**config.mk**
```make
export PLATFORM = sky130hd
export DESIGN_NAME = imm_decode_stage
export DESIGN_NICKNAME = d
export VERILOG_FILES = /design/src/rtl/imm_pkg.sv /design/src/rtl/imm_extract.sv /design/src/rtl/imm_decode_stage.sv
export SDC_FILE = /design/constraint.sdc
export NUM_CORES = 1
export LEC_CHECK = 0
export CORE_MARGIN = 2
export CORE_UTILIZATION = 48
export CTS_CLUSTER_DIAMETER = 50
export CTS_CLUSTER_SIZE = 20
export DETAILED_ROUTE_END_ITERATION = 8
export GPL_TIMING_DRIVEN = 0
export HOLD_SLACK_MARGIN = 0.15
export PLACE_DENSITY = 0.73
export SLEW_MARGIN = 20
export SYNTH_ARGS = -nofsm -noshare
export SYNTH_HDL_FRONTEND = slang
export SYNTH_SLANG_ARGS = --single-unit
```
**constraint.sdc**
```tcl
create_clock -name clk -period 6.8 [get_ports clk]
set_input_delay 1.36 -clock clk [delete_from_list [all_inputs] [get_ports clk]]
set_output_delay 1.36 -clock clk [all_outputs]
set_load 0.01 [all_outputs]
```
**src/rtl/imm_pkg.sv**
```systemverilog
// Shared types for the immediate decode stage: RV32I opcodes, the format
// enum and the decoded register-field bundle carried through the stage.
package imm_pkg;

    localparam logic [6:0] OP_R      = 7'b0110011;
    localparam logic [6:0] OP_IMM    = 7'b0010011;
    localparam logic [6:0] OP_LOAD   = 7'b0000011;
    localparam logic [6:0] OP_JALR   = 7'b1100111;
    localparam logic [6:0] OP_SYSTEM = 7'b1110011;
    localparam logic [6:0] OP_STORE  = 7'b0100011;
    localparam logic [6:0] OP_BRANCH = 7'b1100011;
    localparam logic [6:0] OP_LUI    = 7'b0110111;
    localparam logic [6:0] OP_AUIPC  = 7'b0010111;
    localparam logic [6:0] OP_JAL    = 7'b1101111;

    typedef enum logic [2:0] {
        FMT_R = 3'd0,
        FMT_I = 3'd1,
        FMT_S = 3'd2,
        FMT_B = 3'd3,
        FMT_U = 3'd4,
        FMT_J = 3'd5
    } fmt_e;

    // Register/opcode fields of one decoded instruction; imm/target are
    // XLEN-dependent and therefore live beside this struct in the stage.
    typedef struct packed {
        fmt_e       fmt;
        logic [6:0] opcode;
        logic [4:0] rd;
        logic [2:0] funct3;
        logic [4:0] rs1;
        logic [4:0] rs2;
        logic [6:0] funct7;
        logic       illegal;
    } fields_t;

    // Unknown opcodes map to FMT_R so their register fields pass through raw.
    function automatic fmt_e opcode_fmt(input logic [6:0] op);
        case (op)
            OP_IMM, OP_LOAD, OP_JALR, OP_SYSTEM: return FMT_I;
            OP_STORE:                            return FMT_S;
            OP_BRANCH:                           return FMT_B;
            OP_LUI, OP_AUIPC:                    return FMT_U;
            OP_JAL:                              return FMT_J;
            default:                             return FMT_R;
        endcase
    endfunction

    function automatic logic opcode_illegal(input logic [6:0] op);
        case (op)
            OP_R, OP_IMM, OP_LOAD, OP_JALR, OP_SYSTEM,
            OP_STORE, OP_BRANCH, OP_LUI, OP_AUIPC, OP_JAL: return 1'b0;
            default:                                       return 1'b1;
        endcase
    endfunction

endpackage

```
**src/rtl/imm_extract.sv**
```systemverilog
// Combinational field splitter and immediate generator for one instruction.
// Produces the full decoded entry (fields, sign-extended imm, branch target).
module imm_extract
    import imm_pkg::*;
#(
    parameter int XLEN = 32
) (
    input  logic [31:0]     instr_i,
    input  logic [XLEN-1:0] pc_i,
    output fields_t         fields_o,
    output logic [XLEN-1:0] imm_o,
    output logic [XLEN-1:0] target_o
);

    fmt_e        fmt;
    logic [31:0] imm32;

    // Select fields and build the 32-bit immediate according to the format.
    always_comb begin
        fmt              = opcode_fmt(instr_i[6:0]);
        fields_o         = '0;
        imm32            = '0;
        fields_o.fmt     = fmt;
        fields_o.opcode  = instr_i[6:0];
        fields_o.illegal = opcode_illegal(instr_i[6:0]);
        case (fmt)
            FMT_R: begin
                fields_o.rd     = instr_i[11:7];
                fields_o.funct3 = instr_i[14:12];
                fields_o.rs1    = instr_i[19:15];
                fields_o.rs2    = instr_i[24:20];
                fields_o.funct7 = instr_i[31:25];
            end
            FMT_I: begin
                fields_o.rd     = instr_i[11:7];
                fields_o.funct3 = instr_i[14:12];
                fields_o.rs1    = instr_i[19:15];
                imm32 = {{20{instr_i[31]}}, instr_i[31:20]};
            end
            FMT_S: begin
                fields_o.funct3 = instr_i[14:12];
                fields_o.rs1    = instr_i[19:15];
                fields_o.rs2    = instr_i[24:20];
                imm32 = {{20{instr_i[31]}}, instr_i[31:25], instr_i[11:7]};
            end
            FMT_B: begin
                fields_o.funct3 = instr_i[14:12];
                fields_o.rs1    = instr_i[19:15];
                fields_o.rs2    = instr_i[24:20];
                imm32 = {{19{instr_i[31]}}, instr_i[31], instr_i[7],
                         instr_i[30:25], instr_i[11:8], 1'b0};
            end
            FMT_U: begin
                fields_o.rd = instr_i[11:7];
                imm32 = {instr_i[31:12], 12'b0};
            end
            FMT_J: begin
                fields_o.rd = instr_i[11:7];
                imm32 = {{11{instr_i[31]}}, instr_i[31], instr_i[19:12],
                         instr_i[20], instr_i[30:21], 1'b0};
            end
            default: ;
        endcase
    end

    // Every immediate is already sign-correct at 32 bits; widen by sign.
    assign imm_o    = XLEN'($signed(imm32));
    // Only branches and jumps get a precomputed pc-relative target.
    assign target_o = (fmt == FMT_B || fmt == FMT_J) ? (pc_i + imm_o) : '0;

endmodule

```
**src/rtl/imm_decode_stage.sv**
```systemverilog
// Registered decode stage: extracts fields at the input, then holds decoded
// entries in a main register plus an optional skid register.
// Handshake: a side transfers on a rising edge where valid && ready are both
// high; a producer holds valid and data until that edge, and the stage holds
// out_* stable while out_valid && !out_ready.
module imm_decode_stage
    import imm_pkg::*;
#(
    parameter int XLEN    = 32,
    parameter bit SKID_EN = 1'b1
) (
    input  logic            clk,
    input  logic            rst,
    input  logic            flush,
    input  logic            in_valid,
    output logic            in_ready,
    input  logic [31:0]     in_instr,
    input  logic [XLEN-1:0] in_pc,
    output logic            out_valid,
    input  logic            out_ready,
    output fmt_e            out_fmt,
    output logic [6:0]      out_opcode,
    output logic [4:0]      out_rd,
    output logic [2:0]      out_funct3,
    output logic [4:0]      out_rs1,
    output logic [4:0]      out_rs2,
    output logic [6:0]      out_funct7,
    output logic [XLEN-1:0] out_imm,
    output logic [XLEN-1:0] out_target,
    output logic            out_illegal
);

    typedef struct packed {
        logic            valid;
        fields_t         f;
        logic [XLEN-1:0] imm;
        logic [XLEN-1:0] target;
    } entry_t;

    fields_t         in_fields;
    logic [XLEN-1:0] in_imm;
    logic [XLEN-1:0] in_target;
    entry_t          in_entry;
    entry_t          main_q, main_d;
    entry_t          skid_q, skid_d;
    logic            push;
    logic            pop;

    imm_extract #(.XLEN(XLEN)) u_extract (
        .instr_i  (in_instr),
        .pc_i     (in_pc),
        .fields_o (in_fields),
        .imm_o    (in_imm),
        .target_o (in_target)
    );

    assign in_entry = '{valid: 1'b1, f: in_fields, imm: in_imm, target: in_target};

    // With a skid slot, acceptance depends only on registered state; without
    // one, the single register can refill in the cycle it drains.
    assign in_ready = !rst && (SKID_EN ? !skid_q.valid : (!main_q.valid || out_ready));
    assign push     = in_valid && in_ready;
    assign pop      = main_q.valid && out_ready;

    // Next-state for the two-entry FIFO; the skid only fills when main stalls.
    always_comb begin
        main_d = main_q;
        skid_d = skid_q;
        if (flush) begin
            main_d.valid = 1'b0;
            skid_d.valid = 1'b0;
        end else if (pop) begin
            if (skid_q.valid) begin
                main_d       = skid_q;
                skid_d.valid = 1'b0;
            end else if (push) begin
                main_d = in_entry;
            end else begin
                main_d.valid = 1'b0;
            end
        end else if (push) begin
            if (!main_q.valid) begin
                main_d = in_entry;
            end else begin
                skid_d = in_entry;
            end
        end
    end

    // Entry registers; reset zeroes every held field, not just the valids.
    always_ff @(posedge clk) begin
        if (rst) begin
            main_q <= '0;
            skid_q <= '0;
        end else begin
            main_q <= main_d;
            skid_q <= skid_d;
        end
    end

    assign out_valid   = main_q.valid;
    assign out_fmt     = main_q.f.fmt;
    assign out_opcode  = main_q.f.opcode;
    assign out_rd      = main_q.f.rd;
    assign out_funct3  = main_q.f.funct3;
    assign out_rs1     = main_q.f.rs1;
    assign out_rs2     = main_q.f.rs2;
    assign out_funct7  = main_q.f.funct7;
    assign out_imm     = main_q.imm;
    assign out_target  = main_q.target;
    assign out_illegal = main_q.f.illegal;

endmodule

```
==> impl_results.md <==
- DP Area: around 12000 um^2
- CP Class: input pin to flop
- Comb power frac: 0.123
- PortBufs: ~170
- Die height: approximately 150 um
- Skew-Pair Late Insertion Delay: approximately 0.52 ns
- Mapped Nets: about 1400
- Clock Tree Buf Depth: 3
- Critical path data arrival time: 6.38 ns
- Hold Buf Count CTS: 0
- CP Cell Sequence: clkdlybuf4s50_1 > buf_2 > xor2_1 > a31oi_1 > nor3_1 > nor2_1 > nor2_1 > a21oi_1 > inv_1 > fa_1 > a211oi_1 > or3_1 > nand3_1 > nand4_1 > a21oi_1 > or3_1 > a32oi_1 > a21oi_1
- Pwr dens: about 210 nW/um^2
- Combinational family with the most area after synthesis: compound AO/OA/AOI/OAI gates
- Fin crit period: 6.02 ns
- Syn Inst Count: approximately 1300
- F_max: approximately 170 MHz
- Post-cts repair resize count: 0
- Mapped Area: roughly 10000 um^2
- Sequential fraction of the synthesis area: 0.396
- RSZ-0062 raised after global routing: no
- Clk pwr share: 0.432
- # rows: 53
- Outcome: finished clean
- Starting Density: 0.487
- CP startpoint kind: input pin
- Total power: 2.75 mW
- Sw Pwr: roughly 0.74 mW
- Share of layout cells above drive strength 1: 0.0557
- Int Power: 2.01 mW
- Iter 0 DRT Violations: between 1000 and 1500
- Vias/cell: roughly 6
- Tot GR Track Use: 0.318
- Final Slew Violations: 0
- Ant diodes: 0
- Synth Area in Simple Gates: 0.217
- Setup-failing EPs final: 0
- Reg power frac: 0.445
- Compound-Gate Fraction of Synth Area: 0.266
- Crit path max fanout: 10
- DRT Wirelength: between 30 and 40 mm
- Multiplexer share of the synthesized area: 0.00589
- Max stage delay cell, worst path: clkdlybuf4s50_1
- Grt total ovfl: 0
- Drc violations: 0
- H-tree levels: 1
- Routed vias: about 11000
- Yosys reg bits: approximately 200
- Async S/R FF share, synth: 0
- # Max-Cap Violations: 0
- Layout area overhead: 26.7%
- # Post-CTS Setup Buffers: 0
- Worst EP required: about 7.2 ns
- First-pass GRT wire length: 55.5 mm
- Number of detailed-route iterations in the first pass: 5
- CTS tree: done
- Sum of buffers and inverters on the critical path: 3
- Sw Share: 0.271
- Die X: ~150 um
- Setup ws final: 0.784 ns
- Hold Vio Cnt, Final: 0
- Routability Congestion: between 0.9 and 1
- Worst Tran Pin Value: 0.879 ns
- Worst path top cell family by delay: simple AND/OR/NAND/NOR gates
- Dpl hpwl: about 27 mm
- Period utilisation layout: 0.885
- Die area: about 22000 um^2
- Synth warn: 0
- Post-route setup TNS: 0 ns
- Pre-CTS setup slack: approximately 0.48 ns
- Distinct cells, synth: 63
- Fin Clk Skew: around 0.022 ns
- Core area: approximately 21000 um^2
- Main synth FF type: dfxtp_1
- Vias in the first global route: 10013
- Pin count of the biggest net entering global routing: 21
- Adder-cell share of the synthesized area: 0.0400
- Sink Count: ~200
- Worst path most repeated cell: a21oi_1
- Total CTS buffers: 19
- Clk root buf: clkbuf_16
- Max stage delay on crit path: 0.54 ns
- Slew HR: 0.411
- Hold Path Class: flop to flop
- # IOs: around 170
- EDFF count, synth: 0
- Design area: between 10000 and 15000 um^2
- Final antenna-violating net count: 0
- Peak supply drop: between 200 and 250 uV
- WHS: 0.454 ns
- Wire per inst: around 20 um
- Static leakage: 4.83 nW
- Nets: between 1500 and 2000
- Initial antenna violation count: 0
- CP Capture Type: flop
- Avg Cell Area, Syn: 7.81 um^2
- Clock-pin transition on the worst setup and hold timing paths: ~0.080 ns
- Post-synthesis xor/xnor area fraction: 0.0197
## power groups by stage
stage               Sequential (mW)  Combinational [mW]  Clock (mW)
CTS                            1.22               0.332        1.19
detailed placement             1.25               0.330           0
global route                   1.23               0.362        1.25
floorplan                      1.26               0.157           0
finish                         1.22               0.339        1.19
global placement               1.25               0.328           0
## cells in the mapped netlist, types with 4 or more instances
cell	count	share of area
dfxtp_1	202	0.40
nor2_1	172	0.063
nand2_1	171	0.063
a21oi_1	153	0.075
clkbuf_1	83	0.031
nand3_1	70	0.034
a211oi_1	57	0.042
a311oi_1	47	0.040
o21ai_0	43	0.021
inv_1	34	0.013
ha_1	31	0.038
nor3_1	29	0.014
a21o_1	14	0.010
buf_2	14	0.0069
or3_1	12	0.0074
xor2_1	12	0.010
and3_1	11	0.0067
xnor2_1	11	0.0094
a211oi_2	10	0.012
a21oi_2	10	0.0086
and2_1	10	0.0061
buf_1	9	0.0033
a211o_1	7	0.0060
a32o_1	7	0.0069
a32oi_1	7	0.0060
mux2i_1	6	0.0059
a221oi_1	5	0.0043
o21a_1	5	0.0037
or2_2	5	0.0031
a2111oi_0	4	0.0034
a21boi_0	4	0.0029
a31oi_1	4	0.0025
nand2b_1	4	0.0025
## area by class of cell
cell class,count,area (um^2)
Clock buffer,19,475
Clock inverter,14,209
Timing Repair Buffer,168,1680
Fill cell,1937,8030
Sequential cell,202,4040
Multi-Input combinational cell,962,5610
Inverter,34,128
Buffer,108,434
Tap cell,275,344
## routing by layer
layer	up-vias	routed length (um)	GRT usage
met1	5048	15700	0.438
met2	523	16000	0.498
met3	89	3390	0.0537
met5	-	0	0
met4	0	1420	0.125
li1	5041	-	-
## worst reg2reg max path, stage by stage (launching register included)
cell and delay (ns):
dfxtp_1 0.38, clkbuf_1 0.30, a21oi_1 0.15, nor3_2 0.69, clkbuf_1 0.49, buf_1 0.62, a311oi_1 0.20
## registers in the layout, summed over array words and instances (netlist names), 3 cells and up
name	cells
out_imm	32
out_rs2	5
out_funct7	7
skid_q	101
out_target	32
out_fmt	3
out_rs1	5
out_opcode	7
out_rd	5
out_funct3	3
## stage by stage
step / util / cells
after CTS: 0.617 / 1782
after floorplan: - / 1306
after global routing: 0.617 / 1782
after global placement: 0.583 / 1749
final: 0.617 / 1782
after detailed placement: 0.584 / 1749
## placed cells by master (no fill, tap or decap), types with 5 or more instances in the layout
master           count
dfxtp_1            202
nor2_1             172
nand2_1            171
clkdlybuf4s50_1    168
a21oi_1            153
clkbuf_1            83
nand3_1             70
a211oi_1            57
a311oi_1            47
o21ai_0             43
inv_1               34
ha_1                31
nor3_1              28
clkbuf_16           19
buf_2               14
a21o_1              14
xor2_1              12
or3_1               12
and3_1              11
xnor2_1             11
and2_1              10
a21oi_2             10
a211oi_2            10
buf_1                9
a32oi_1              7
a211o_1              7
a32o_1               7
mux2i_1              6
o21a_1               5
or2_2                5
a221oi_1             5
## worst paths after layout
path,from,to,slack (ns),depth (start not counted)
worst min register to register,skid_q[78],out_rs1[1],0.45,2
worst max register to register,out_valid,out_opcode[2],3.81,6
worst max-delay path,in_instr[2],out_target[26],0.78,18
worst min-delay path,skid_q[78],out_rs1[1],0.45,2
## logic make-up after synthesis
group,after synthesis
and+or+nand+nor,503
AOI/OAI and AO/OA,398
xor gates and xnor gates,23
muxes,6
buffers and inverters,142
DFF,202
adders and majority gates,32
Power figures use the tool's default switching activity.
